### config.mk
export PLATFORM = sky130hd
export DESIGN_NAME = j1708_rx_sm
export DESIGN_NICKNAME = d
export VERILOG_FILES = /design/src/rtl/j1708_rx_sm.sv
export SDC_FILE = /design/constraint.sdc
export NUM_CORES = 1
export LEC_CHECK = 0
export BUFFER_PORTS_ARGS = -buffer_cell sky130_fd_sc_hd__buf_4
export CORE_MARGIN = 4
export CORE_UTILIZATION = 60
export DETAILED_ROUTE_END_ITERATION = 12
export PLACE_DENSITY_LB_ADDON = 0.12
export SKIP_CTS_REPAIR_TIMING = 1
export SYNTH_ARGS = -nofsm -noshare
export SYNTH_HDL_FRONTEND = slang
export SYNTH_SLANG_ARGS = --single-unit
### constraint.sdc
create_clock -name clk -period 6.35 [get_ports clk]
set_clock_uncertainty 0.15 [all_clocks]
set_input_delay 0.3175 -clock clk [delete_from_list [all_inputs] [get_ports clk]]
set_output_delay 0.3175 -clock clk [all_outputs]
set_load 0.005 [all_outputs]
### src/rtl/j1708_rx_sm.sv
// j1708_rx_sm: receive-side J1708 message framer.
// Groups UART bytes into messages using the inter-byte idle gap and buffers
// each message internally. A message is checked for ownership, overflow,
// length, framing, checksum and FIFO space; good messages are flushed to the
// data FIFO and their length is written to the length FIFO. Messages that
// fail are dropped.
// Optional build macro: J1708_RX_STRIP_CHECKSUM_EN (checksum byte verified
// but not forwarded; the length excludes it).
// Ports:
//   clk, rst (async, active-high), enable (0 = synchronous clear)
//   rx_data/rx_valid/rx_frame_err : byte stream from UART RX
//   tx_message_process            : own transmitter is on the bus
//   data_fifo_free/length_fifo_full : FIFO space status
//   data_fifo_wr_data/data_fifo_wr, length_fifo_wr_data/length_fifo_wr : FIFO writes
//   rx_msg_done/rx_msg_error : one-cycle pulses; error_code : last error
//   rx_busy : high in RECEIVE, CHECK, FLUSH
module j1708_rx_sm #(
  parameter int unsigned CLK_FRQ_MHZ = 24,
  parameter int unsigned EOM_BITS    = 10,
  parameter int unsigned MAX_MSG_LEN = 21
) (
  input  logic       clk,
  input  logic       rst,
  input  logic       enable,
  input  logic [7:0] rx_data,
  input  logic       rx_valid,
  input  logic       rx_frame_err,
  input  logic       tx_message_process,
  input  logic [7:0] data_fifo_free,
  input  logic       length_fifo_full,
  output logic [7:0] data_fifo_wr_data,
  output logic       data_fifo_wr,
  output logic [7:0] length_fifo_wr_data,
  output logic       length_fifo_wr,
  output logic       rx_msg_done,
  output logic       rx_msg_error,
  output logic [2:0] error_code,
  output logic       rx_busy
);

  localparam int unsigned BIT_PERIOD = 105 * CLK_FRQ_MHZ;
  localparam int unsigned GAP_MAX    = EOM_BITS * BIT_PERIOD;
  localparam int unsigned GAP_W      = $clog2(GAP_MAX + 1);
  localparam int unsigned CNT_W      = $clog2(MAX_MSG_LEN + 1);

  typedef enum logic [2:0] {
    S_WAIT_IDLE, S_IDLE, S_RECEIVE, S_CHECK, S_FLUSH
  } state_t;

  state_t           state, state_nxt;
  logic [GAP_W-1:0] gap_cnt;
  logic             gap_done;
  logic [7:0]       msg_buf [MAX_MSG_LEN];
  logic [CNT_W-1:0] cnt, cnt_nxt, idx, idx_nxt, msg_len;
  logic [7:0]       sum, sum_nxt;
  logic             ovf, ovf_nxt, ferr, ferr_nxt, own, own_nxt;
  logic             pend, pend_nxt, pend_ferr, pend_ferr_nxt;
  logic [7:0]       pend_data, pend_data_nxt;
  logic             buf_we;
  logic [CNT_W-1:0] buf_wa;
  logic [7:0]       buf_wd;
  logic             err_hit;
  logic [2:0]       err_val;
  logic [7:0]       data_fifo_wr_data_nxt, length_fifo_wr_data_nxt;
  logic             data_fifo_wr_nxt, length_fifo_wr_nxt;
  logic             rx_msg_done_nxt, rx_msg_error_nxt, rx_busy_nxt;
  logic [2:0]       error_code_nxt;

  assign gap_done = (gap_cnt == GAP_W'(GAP_MAX));

  // Number of bytes forwarded to the data FIFO.
`ifdef J1708_RX_STRIP_CHECKSUM_EN
  assign msg_len = cnt - CNT_W'(1);
`else
  assign msg_len = cnt;
`endif

  // Idle-gap counter: cleared by every byte, saturates at the EOM gap.
  always_ff @(posedge clk or posedge rst) begin
    if (rst)                      gap_cnt <= '0;
    else if (!enable || rx_valid) gap_cnt <= '0;
    else if (!gap_done)           gap_cnt <= gap_cnt + GAP_W'(1);
  end

  // Message buffer storage.
  always_ff @(posedge clk) begin
    if (buf_we) msg_buf[buf_wa] <= buf_wd;
  end

  // State and registered outputs.
  always_ff @(posedge clk or posedge rst) begin
    if (rst) begin
      state               <= S_WAIT_IDLE;
      cnt                 <= '0;
      idx                 <= '0;
      sum                 <= '0;
      ovf                 <= 1'b0;
      ferr                <= 1'b0;
      own                 <= 1'b0;
      pend                <= 1'b0;
      pend_ferr           <= 1'b0;
      pend_data           <= '0;
      data_fifo_wr_data   <= '0;
      data_fifo_wr        <= 1'b0;
      length_fifo_wr_data <= '0;
      length_fifo_wr      <= 1'b0;
      rx_msg_done         <= 1'b0;
      rx_msg_error        <= 1'b0;
      error_code          <= '0;
      rx_busy             <= 1'b0;
    end else begin
      state               <= state_nxt;
      cnt                 <= cnt_nxt;
      idx                 <= idx_nxt;
      sum                 <= sum_nxt;
      ovf                 <= ovf_nxt;
      ferr                <= ferr_nxt;
      own                 <= own_nxt;
      pend                <= pend_nxt;
      pend_ferr           <= pend_ferr_nxt;
      pend_data           <= pend_data_nxt;
      data_fifo_wr_data   <= data_fifo_wr_data_nxt;
      data_fifo_wr        <= data_fifo_wr_nxt;
      length_fifo_wr_data <= length_fifo_wr_data_nxt;
      length_fifo_wr      <= length_fifo_wr_nxt;
      rx_msg_done         <= rx_msg_done_nxt;
      rx_msg_error        <= rx_msg_error_nxt;
      error_code          <= error_code_nxt;
      rx_busy             <= rx_busy_nxt;
    end
  end

  // Next-state and next-output logic.
  always_comb begin
    state_nxt               = state;
    cnt_nxt                 = cnt;
    idx_nxt                 = idx;
    sum_nxt                 = sum;
    ovf_nxt                 = ovf;
    ferr_nxt                = ferr;
    own_nxt                 = own;
    pend_nxt                = pend;
    pend_ferr_nxt           = pend_ferr;
    pend_data_nxt           = pend_data;
    buf_we                  = 1'b0;
    buf_wa                  = '0;
    buf_wd                  = rx_data;
    err_hit                 = 1'b0;
    err_val                 = 3'd0;
    data_fifo_wr_data_nxt   = data_fifo_wr_data;
    data_fifo_wr_nxt        = 1'b0;
    length_fifo_wr_data_nxt = length_fifo_wr_data;
    length_fifo_wr_nxt      = 1'b0;
    rx_msg_done_nxt         = 1'b0;
    rx_msg_error_nxt        = 1'b0;
    error_code_nxt          = error_code;

    case (state)
      S_WAIT_IDLE: begin
        if (gap_done) state_nxt = S_IDLE;
      end
      S_IDLE: begin
        // A byte held over from CHECK/FLUSH starts the next message.
        if (pend || rx_valid) begin
          buf_we        = 1'b1;
          buf_wa        = '0;
          buf_wd        = pend ? pend_data : rx_data;
          cnt_nxt       = CNT_W'(1);
          sum_nxt       = buf_wd;
          ovf_nxt       = 1'b0;
          ferr_nxt      = pend ? pend_ferr : rx_frame_err;
          own_nxt       = tx_message_process;
          pend_nxt      = 1'b0;
          state_nxt     = S_RECEIVE;
        end
      end
      S_RECEIVE: begin
        if (tx_message_process) own_nxt = 1'b1;
        // A byte on the gap_done cycle wins: it extends the message.
        if (rx_valid) begin
          if (rx_frame_err) ferr_nxt = 1'b1;
          if (cnt < CNT_W'(MAX_MSG_LEN)) begin
            buf_we  = 1'b1;
            buf_wa  = cnt;
            buf_wd  = rx_data;
            cnt_nxt = cnt + CNT_W'(1);
            sum_nxt = sum + rx_data;
          end else begin
            ovf_nxt = 1'b1;
          end
        end else if (gap_done) begin
          state_nxt = S_CHECK;
        end
      end
      S_CHECK: begin
        state_nxt = S_IDLE;
        if (own) begin
          err_hit = 1'b0;
        end else if (ovf) begin
          err_hit = 1'b1; err_val = 3'd1;
        end else if (cnt < CNT_W'(2)) begin
          err_hit = 1'b1; err_val = 3'd2;
        end else if (ferr) begin
          err_hit = 1'b1; err_val = 3'd4;
        end else if (sum != 8'h00) begin
          err_hit = 1'b1; err_val = 3'd3;
        end else if ((8'(msg_len) > data_fifo_free) || length_fifo_full) begin
          err_hit = 1'b1; err_val = 3'd5;
        end else begin
          state_nxt = S_FLUSH;
          idx_nxt   = '0;
        end
        if (err_hit) begin
          rx_msg_error_nxt = 1'b1;
          error_code_nxt   = err_val;
        end
      end
      S_FLUSH: begin
        if (idx < msg_len) begin
          data_fifo_wr_nxt      = 1'b1;
          data_fifo_wr_data_nxt = msg_buf[idx];
          idx_nxt               = idx + CNT_W'(1);
        end else begin
          length_fifo_wr_nxt      = 1'b1;
          length_fifo_wr_data_nxt = 8'(msg_len);
          rx_msg_done_nxt         = 1'b1;
          state_nxt               = S_IDLE;
        end
      end
      default: state_nxt = S_WAIT_IDLE;
    endcase

    // Bytes arriving while a message is being judged or flushed are held.
    if ((state == S_CHECK || state == S_FLUSH) && rx_valid) begin
      pend_nxt      = 1'b1;
      pend_data_nxt = rx_data;
      pend_ferr_nxt = rx_frame_err;
    end

    // Synchronous clear while disabled.
    if (!enable) begin
      state_nxt               = S_WAIT_IDLE;
      cnt_nxt                 = '0;
      idx_nxt                 = '0;
      sum_nxt                 = '0;
      ovf_nxt                 = 1'b0;
      ferr_nxt                = 1'b0;
      own_nxt                 = 1'b0;
      pend_nxt                = 1'b0;
      pend_ferr_nxt           = 1'b0;
      pend_data_nxt           = '0;
      buf_we                  = 1'b0;
      data_fifo_wr_data_nxt   = '0;
      data_fifo_wr_nxt        = 1'b0;
      length_fifo_wr_data_nxt = '0;
      length_fifo_wr_nxt      = 1'b0;
      rx_msg_done_nxt         = 1'b0;
      rx_msg_error_nxt        = 1'b0;
      error_code_nxt          = '0;
    end

    rx_busy_nxt = (state_nxt == S_RECEIVE) || (state_nxt == S_CHECK) ||
                  (state_nxt == S_FLUSH);
  end

endmodule

; After elaboration in Yosys (flattened, before gate mapping)
; Memories as Yosys holds them, arrays and structs flattened.
; Cells that the tools add are included.
[op_classes]
add_sub_neg = 4
magnitude_cmp = 4
eq_ne = 32
mux = 100
n_reduce_logical = 19
[ops]
columns = operator, n
row1 = $mux W8, 15
row2 = $mux W5, 15
row3 = $mux W3, 21
row4 = $mux W1, 39
row5 = $ne A3 B3 Y1 const B, 13
row6 = $mux W15, 2
row7 = $pmux W5 S2, 2
row8 = $pmux W8 S2, 1
row9 = $add A15 B1 Y15 const B, 1
row10 = $eq A15 B15 Y1 const B, 1
row11 = $pmux W3 S5, 1
row12 = $eq A3 B2 Y1 const B, 4
row13 = $ne A2 B1 Y1 const B, 6
row14 = $ne A3 B1 Y1 const B, 4
row15 = $reduce_and A4 Y1, 3
row16 = $add A5 B1 Y5 const B, 2
row17 = $add A8 B8 Y8, 1
row18 = $gt A5 B8 Y1, 1
row19 = $pmux W1 S2, 4
row20 = $reduce_and A2 Y1, 4
row21 = $reduce_and A8 Y1, 1
row22 = $reduce_bool A8 Y1, 1
row23 = $eq A3 B3 Y1 const B, 2
row24 = $logic_or A1 B1 Y1, 6
row25 = 9 further kinds, 9
[word_totals]
ff_bits = 72
mem_bits_rw = 168
input_bits = 23
out_inout_bits = 24
wordCells = 178
mem_count = 1
[memory_table]
columns = name, depth, width, read_ports, rd_ports_with_merged_regs, write_ports, line_no
row1 = msg_buf, 21, 8, 1, 0, 1, 53  ; logic [7:0] msg_buf [MAX_MSG_LEN];

; Depth between registers and ports, before layout
; Gate-level depths: netlist (run 1).
[logic_depth]
ltp_word = 13
mapped_depth = 10
ltp_nobuf = 9

; Worst setup path before layout (run 1)
; OpenSTA, ideal clock, no wires.
[synth_timing]
kind = register -> register
start = reg cnt[1]
end = mem msg_buf[0][0] (enable)
setup_time_ns = 0.375
arrival_time_ns = 1.925
required_ns = 5.825
setup_slack_ns = 3.899
path_stages_with_launch = 7
path_buffers = 1
synth_period_minus_slack_ns = 2.451
cell_sequence = dfrtp_1 > clkbuf_1 > o21a_1 > o21a_1 > o21ai_2 > o311ai_1 > a21oi_1
[synth_between]
elab_chain_len = 7
[synth_lines]
columns = item, line_no
row1 = start: declaration, 54  ; logic [CNT_W-1:0] cnt, cnt_nxt, idx, idx_nxt, msg_len;
row2 = start signal: assignment, 113  ; cnt <= cnt_nxt;
row3 = $lt A5 B5 Y1, 182  ; if (cnt < CNT_W'(MAX_MSG_LEN)) begin
row4 = $mux W1, 182
row5 = $mux W1, 180  ; if (rx_valid) begin
row6 = $pmux W1 S2, 158  ; case (state)
row7 = $mux W1, 241  ; if (!enable) begin
row8 = $mux W1, 87  ; if (buf_we) msg_buf[buf_wa] <= buf_wd;
row9 = $mux W1 (not written as such), 87
row10 = end: declaration, 53
; Several ways; a longest one is shown, not always the timed one.

; Worst setup path in the final report (run 1)
[layout_timing]
start = reg state[1]
end = mem msg_buf[0][5] (enable)
[layout_between]
elab_chain_len = 5
[layout_lines]
columns = item, line_no
row1 = start: declaration, 50  ; state_t state, state_nxt;
row2 = start signal: assignment, 112  ; state <= state_nxt;
row3 = $eq A3 B2 Y1 or $eq A3 B1 Y1 (tied branches), 158
row4 = $pmux W1 S2, 158
row5 = $mux W1, 241
row6 = $mux W1, 87
row7 = $mux W1 (not written as such), 87
; Several ways; a longest one is shown, not always the timed one.

==> flow_summary_export.csv, run 1 <==
group,metric,value,unit
place,place.gp.congestion,0.8936,
critical_path,worstSetupPathType,"flop to flop",
layout,antenna_cells,0,
clock_network,clk_pin_slew,0.06,ns
floorplan,die_x,142.1,µm
layout,drive_above_1_share,0.1809,
detailed_routing,wl_per_cell,22.43,µm
timing,setup_tns,0,ns
yosys,async_flop_share,0.2911,
timing,hold-worst-slack,-0.07889,ns
critical_path,cp.arrival,3.85,ns
place,dpl.hpwl,15.57,mm
timing,max_freq,259.7,MHz
timing,setup_violations,0,
detailed_routing,drtAntennaViolNets,0,
critical_path,startpoint_type,"flop",
yosys,netlist_area,0.01078,mm²
yosys,yosysSeqAreaShare,0.6280,
timing,post-route-period-util,0.6064,
run_status,violations,"hold timing",
place,placed_cell_area,0.01121,mm²
timing,drv_slew,0,
floorplan,die_y,142.1,µm
floorplan,io_pins,47,
clock_network,cts_tree,"done",
detailed_routing,drc_errors,0,
power_and_ir_drop,leakage,4.488,nW
critical_path,worstPathMaxFanout,14,
layout,final_util,0.6947,
yosys,synth_seq_cells,237,
global_route,grt_max_degree,70,
clock_network,cts_buffer_depth,3,
clock_network,cts_buffers,24,
timing,maxSlewHeadroom,0.2309,
layout,area_growth,12.59,%
floorplan,rows,48,
global_route,grt_pass1_vias,6820,
global_route,grt.overflow.total,0,
global_route,grt_pass1_wl,38.23,mm
timing,hold_viol,70,
place,portBuffers,43,
yosys,syn_area_per_cell,13.72,µm²
detailed_routing,dr.pass1.iters,5,
timing,min_period,3.851,ns
yosys,ys.flop_type,"edfxtp_1",
yosys,syn_inst,786,
yosys,yosysWarnings,0,
clock_network,clock-sinks,237,
floorplan,core-area,0.01748,mm²
clock_network,htreeDepth,1,
layout,fin_area,0.01214,mm²
run_status,run_status,"complete, but fails checks",
clock_network,root_buffer,"clkbuf_16",
timing,rsz0062_at_grt,"no",
detailed_routing,vias_per_cell,6.259,
critical_path,end_kind,"flop",
critical_path,critical_path_required,6.35,ns
layout,nets,872,
global_route,antenna_found_initial,0,
detailed_routing,wl,24.02,mm
flow_run,cap_violations,0,
detailed_routing,vias,6703,
power_and_ir_drop,power_density,268.0,mW/mm²
global_route,grt.total_usage,0.2448,
detailed_routing,first_iter_violations,691,
min_path,min_path_type,"input port to asynchronous set/reset pin",
clock_network,insertion_delay,0.52,ns
floorplan,dieArea,0.02018,mm²
timing,tightest_slew,1.146,ns
yosys,yosysUniqueCellTypes,72,
power_and_ir_drop,peakVddDrop,0.2462,mV
floorplan,initial_core_util,0.6170,
yosys,synth_edf_count,168,
## path summary, 6_finish.rpt
path                                 startpoint                   end  slack [ns]  depth (start not counted)
max                                    state[1]         msg_buf[0][5]        2.50                          5
min                                         rst  data_fifo_wr_data[1]       -0.08                          3
max reg2reg                            state[1]         msg_buf[0][5]        2.50                          5
min reg2reg                data_fifo_wr_data[2]  data_fifo_wr_data[2]        0.34                          2
max in group asynchronous                   rst                idx[0]        5.52                          3
min in group clk                     rx_data[5]          pend_data[5]       -0.03                          3
## flip-flops by register name, indices dropped and copies added (netlist names)
register	count
pend	1
error_code	3
gap_cnt	15
ovf	1
rx_msg_error	1
rx_busy	1
pend_ferr	1
length_fifo_wr_data	5
msg_buf	168
pend_data	8
data_fifo_wr_data	8
rx_msg_done	1
sum	8
ferr	1
own	1
idx	5
cnt	5
data_fifo_wr	1
state	3
## cells in the final DEF, fill, tap and decap left out, types with 3 or more instances in the layout
| master | n |
|---|---|
| edfxtp_1 | 168 |
| nand2_1 | 85 |
| dfrtp_1 | 68 |
| nor2_1 | 59 |
| buf_4 | 49 |
| mux4_2 | 40 |
| nor2b_1 | 32 |
| a21oi_1 | 31 |
| o21ai_0 | 26 |
| mux2i_1 | 25 |
| clkbuf_16 | 24 |
| ha_1 | 20 |
| nand3_1 | 19 |
| inv_1 | 18 |
| a211oi_1 | 10 |
| mux2_2 | 10 |
| nand4_1 | 10 |
| a311oi_1 | 8 |
| xnor2_1 | 8 |
| or3_1 | 8 |
| dlygate4sd3_1 | 8 |
| o21ai_1 | 7 |
| xor2_1 | 7 |
| nor3_1 | 6 |
| and2_1 | 5 |
| o21a_1 | 5 |
| clkinv_2 | 5 |
| bufinv_16 | 5 |
| clkinv_1 | 4 |
| nand2b_1 | 4 |
| a21o_1 | 3 |
| o22ai_1 | 3 |
| nor4_1 | 3 |
| a22o_1 | 3 |
| conb_1 | 3 |
| clkbuf_1 | 3 |
## report_power, final
| part | total, mW | internal [mW] | switching [mW] |
|---|---|---|---|
| logic | 0.0824 | 0.0268 | 0.0556 |
| registers | 1.66 | 1.66 | 0.00150 |
| clock network | 1.51 | 0.914 | 0.596 |
## per-layer routing
metal	vias to the layer above	share of wire	global-route usage
met2	277	0.49	0.4042
li1	3035	-	-
met5	-	0	0
met3	29	0.079	0.04402
met1	3362	0.42	0.3457
met4	0	0.015	0.05606
## per-stage QoR
step	instances	setup WS [ns]	hold WS, ns	power [mW]
after global placement	1019	2.793	0.3204	1.769
after global routing	1071	2.362	0.0002791	3.353
after detailed placement	1019	2.574	0.3317	1.773
after floorplan	788	3.899	0.2843	1.736
after CTS	1063	2.551	-0.1338	3.271
final	1071	2.499	-0.07889	3.254
## cell usage after synthesis, types with 12 or more instances
master,number,area (µm²)
edfxtp_1,168,5045
buf_2,12,60.06
nor2_1,59,221.5
nor2b_1,32,200.2
dfrtp_1,69,1727
nand2_1,85,319.1
o21ai_0,26,130.1
inv_1,19,71.32
nand3_1,19,95.09
a21oi_1,31,155.2
ha_1,20,250.2
mux2i_1,25,250.2
mux4_2,40,900.9
clkbuf_1,17,63.81
## layout make-up
cell class | count | area (µm²)
clock buffer | 28 | 625.6
clock inverter | 16 | 220.2
fill | 1147 | 5336
inverter | 21 | 78.83
multi-input combinational | 487 | 3714
sequential | 237 | 6773
tap | 225 | 281.5
timing repair buffer | 57 | 447.9
## worst max-delay path: stages (launching register included)
cell	delay, ns
dfrtp_1	0.52
nor3b_2	0.78
nand2_2	0.19
o21ai_2	0.60
o311ai_1	0.51
a21oi_1	0.74
## kinds of logic (layout without fill, tap and decap cells)
logic type	after synthesis	in the layout	share of synthesized area
AND/OR/NAND/NOR	253	253	0.1167
flip-flops	237	237	0.6280
AO/OA/AOI/OAI	120	120	0.07218
multiplexers	75	75	0.1172
buffers and inverters	64	122	0.02831
adder cells (fa/ha/maj)	21	21	0.02506
XOR/XNOR	15	15	0.01218
other	1	3	0.0003478
Power figures use the tool's default switching activity.
==> run 2: changes to the inputs <==
--- a/config.mk
+++ b/config.mk
@@ -5,6 +5,7 @@
 export SDC_FILE = /design/constraint.sdc
 export NUM_CORES = 1
 export LEC_CHECK = 0
+export ABC_AREA = 1
 export BUFFER_PORTS_ARGS = -buffer_cell sky130_fd_sc_hd__buf_4
 export CORE_MARGIN = 4
 export CORE_UTILIZATION = 60
==> constraint.sdc (replaced) <==
create_clock -name clk -period 4 [get_ports clk]
set_clock_uncertainty 0.15 [all_clocks]
set_input_delay 0.2 -clock clk [delete_from_list [all_inputs] [get_ports clk]]
set_output_delay 0.2 -clock clk [all_outputs]
set_load 0.005 [all_outputs]
==> run 2 against run 1 <==
Net effect: critical path type unchanged; synthesized cell count grew 35%; first-iteration DRC count grew 16%; largest cell class unchanged; sequential share of layout area shrank 1.1 points; worst setup slack lost 1.5 ns; critical path depth grew 6; sequential power grew 60%; register-to-register slack lost 1.5 ns; the run now ends clean; routed wire length grew 6.5%; fmax grew 27%.
==> flow_summary_export.csv, run 2 <==
group,metric,value,unit
yosys,syn_inst,1065,
global_route,antenna_found_initial,0,
detailed_routing,vias,7998,
yosys,ys.flop_type,"edfxtp_1",
layout,antenna_cells,0,
place,dpl.hpwl,16.58,mm
flow_run,cap_violations,0,
layout,largest_reg_flops,168,
place,place.gp.congestion,0.9094,
timing,setup_violations,0,
layout,fill_cells,1232,
timing,min_period,3.043,ns
layout,nets,1166,
critical_path,cp.arrival,3.03,ns
timing,setup_tns,0,ns
clock_network,clk_pin_slew,0.07,ns
global_route,grt_pass1_wl,40.23,mm
layout,final_common_cell,"nor2_1",
timing,rsz0062_at_grt,"no",
timing,drv_slew,0,
detailed_routing,first_iter_violations,805,
yosys,synth_area_leaders,"edfxtp_1 (47%), dfrtp_1 (16%), o21ai_0 (6.5%), nor2_1 (6.2%), nand2_1 (5.1%)",
yosys,synth_seq_cells,237,
clock_network,cts_tree,"done",
floorplan,die_x,141.9,µm
critical_path,critical_path_required,3.99,ns
critical_path,worstPathMaxFanout,14,
critical_path,r2r-start,"state[0]",
run_status,run_status,"complete, no violations",
timing,max_freq,328.6,MHz
layout,top_regs,"msg_buf (168), gap_cnt (15)",
power_and_ir_drop,leakage,4.929,nW
floorplan,dieArea,0.02013,mm²
yosys,synth_edf_count,168,
min_path,holdPathStages,7,
power_and_ir_drop,fin_total_pwr,5.522,mW
clock_network,insertion_delay,0.51,ns
global_route,grt_max_degree,86,
timing,post-route-period-util,0.7607,
place,portBuffers,43,
critical_path,r2r_cells,11,
power_and_ir_drop,peakVddDrop,0.3728,mV
detailed_routing,drtAntennaViolNets,0,
critical_path,worstSetupPathType,"flop to flop",
critical_path,rr_endpoint,"msg_buf[4][7]",
yosys,async_flop_share,0.2911,
global_route,grt.total_usage,0.2562,
timing,maxSlewHeadroom,0.3186,
yosys,netlist_area,0.01075,mm²
clock_network,htreeDepth,1,
floorplan,core-area,0.01742,mm²
timing,fin_ws,0.9572,ns
yosys,syn_area_per_cell,10.10,µm²
min_path,min_from,"length_fifo_full",
yosys,synth_common_cells,"nor2_1 (178), edfxtp_1 (168), nand2_1 (145)",
global_route,grt.overflow.total,0,
layout,final_cell_mix,"nor2_1 (178), edfxtp_1 (168), nand2_1 (145)",
min_path,min_path_type,"input port to flop",
clock_network,cts_buffer_depth,3,
timing,hold_viol,0,
layout,top_register,"msg_buf",
detailed_routing,wl,25.58,mm
floorplan,initial_core_util,0.6175,
yosys,yosysSeqAreaShare,0.6297,
critical_path,end_kind,"flop",
critical_path,r2r_slack,0.96,ns
clock_network,root_buffer,"clkbuf_16",
place,dp_slack,0.9783,ns
floorplan,io_pins,47,
layout,drive_above_1_share,0.1096,
detailed_routing,vias_per_cell,5.859,
yosys,yosysUniqueCellTypes,40,
detailed_routing,drc_errors,0,
power_and_ir_drop,power_density,446.1,mW/mm²
layout,area_growth,15.11,%
min_path,whs_endpoint,"error_code[2]",
detailed_routing,wl_per_cell,18.74,µm
detailed_routing,dr.pass1.iters,6,
yosys,yosysWarnings,0,
yosys,synth_top_area_frac,0.4691,
critical_path,startpoint_type,"flop",
global_route,grt_pass1_vias,7485,
yosys,yosysTopAreaCell,"edfxtp_1",
timing,tightest_slew,1.021,ns
clock_network,clock-sinks,237,
floorplan,rows,48,
floorplan,die_y,141.9,µm
clock_network,cts_buffers,24,
yosys,yosysMostFrequentCell,"nor2_1",
==> run 2: area by class of cell <==
class / instances / area, µm² / share of cell area
Multi-Input combinational cell: 692 / 3438 / 0.2777
Clock buffer: 27 / 641.9 / 0.05185
Tap cell: 225 / 281.5 / 0.02274
Sequential cell: 237 / 6773 / 0.5471
Inverter: 96 / 367.9 / 0.02971
Clock inverter: 17 / 314.1 / 0.02537
Timing Repair Buffer: 71 / 563.0 / 0.04548
==> run 2: critical path: stages (launching register included) <==
cell      delay [ns]
dfrtp_1         0.41
nor2_2          0.17
nand2_4         0.13
clkinv_4        0.11
nor2_2          0.06
nand2_4         0.07
nand2_4         0.07
a21oi_4         0.31
nand2_2         0.17
inv_4           0.12
nand2_1         0.28
nor2_1          0.61
==> run 2: stage by stage <==
step / cells / area [µm²] / util / hold WS [ns]
global placement: 1309 / 11300 / 0.6490 / 0.3480
detailed placement: 1309 / 11300 / 0.6490 / 0.3432
global route: 1365 / 12380 / 0.7108 / 0.03129
CTS: 1353 / 12260 / 0.7039 / -0.1900
finish: 1365 / 12380 / 0.7108 / 0.01244
floorplan: 1067 / 10760 / - / 0.2182
==> run 2: how the worst max path moves through the flow <==
stage | start | to | depth (start not counted)
2_1_floorplan | cnt[2] | msg_buf[20][0] | 7
3_3_place_gp | state[0] | msg_buf[16][6] | 11
3_5_place_dp | state[0] | msg_buf[16][7] | 11
4_1_cts | state[0] | msg_buf[16][4] | 11
5_1_grt | cnt[1] | msg_buf[16][4] | 9
6_report | state[0] | msg_buf[4][7] | 11
==> run 2: routing by layer <==
layer  wire (µm)  GRT usage  vias to the layer above
li1            -          -                     3795
met1       11060     0.3767                     3809
met2       11710     0.3992                      346
met3        2153    0.04584                       48
met4         653    0.07020                        0
met5           0          0                        -
==> run 2: kinds of logic (layout without fill, tap and decap cells) <==
kind of cell               count (synthesis)  after routing  synth area share
xor gates and xnor gates                   9              9          0.007330
buffers and inverters                    138            211           0.05131
AOI/OAI and AO/OA                        240            240            0.1226
and+or+nand+nor                          419            419            0.1636
DFF                                      237            237            0.6297
other                                      1              3         0.0003487
adders and majority gates                 21             21           0.02513
==> run 2: report_power, final <==
group	leakage, nW	switching (mW)	internal (mW)
clock	0.466	0.951	1.68
combinational	2.00	0.155	0.0756
sequential	2.46	0.0104	2.65
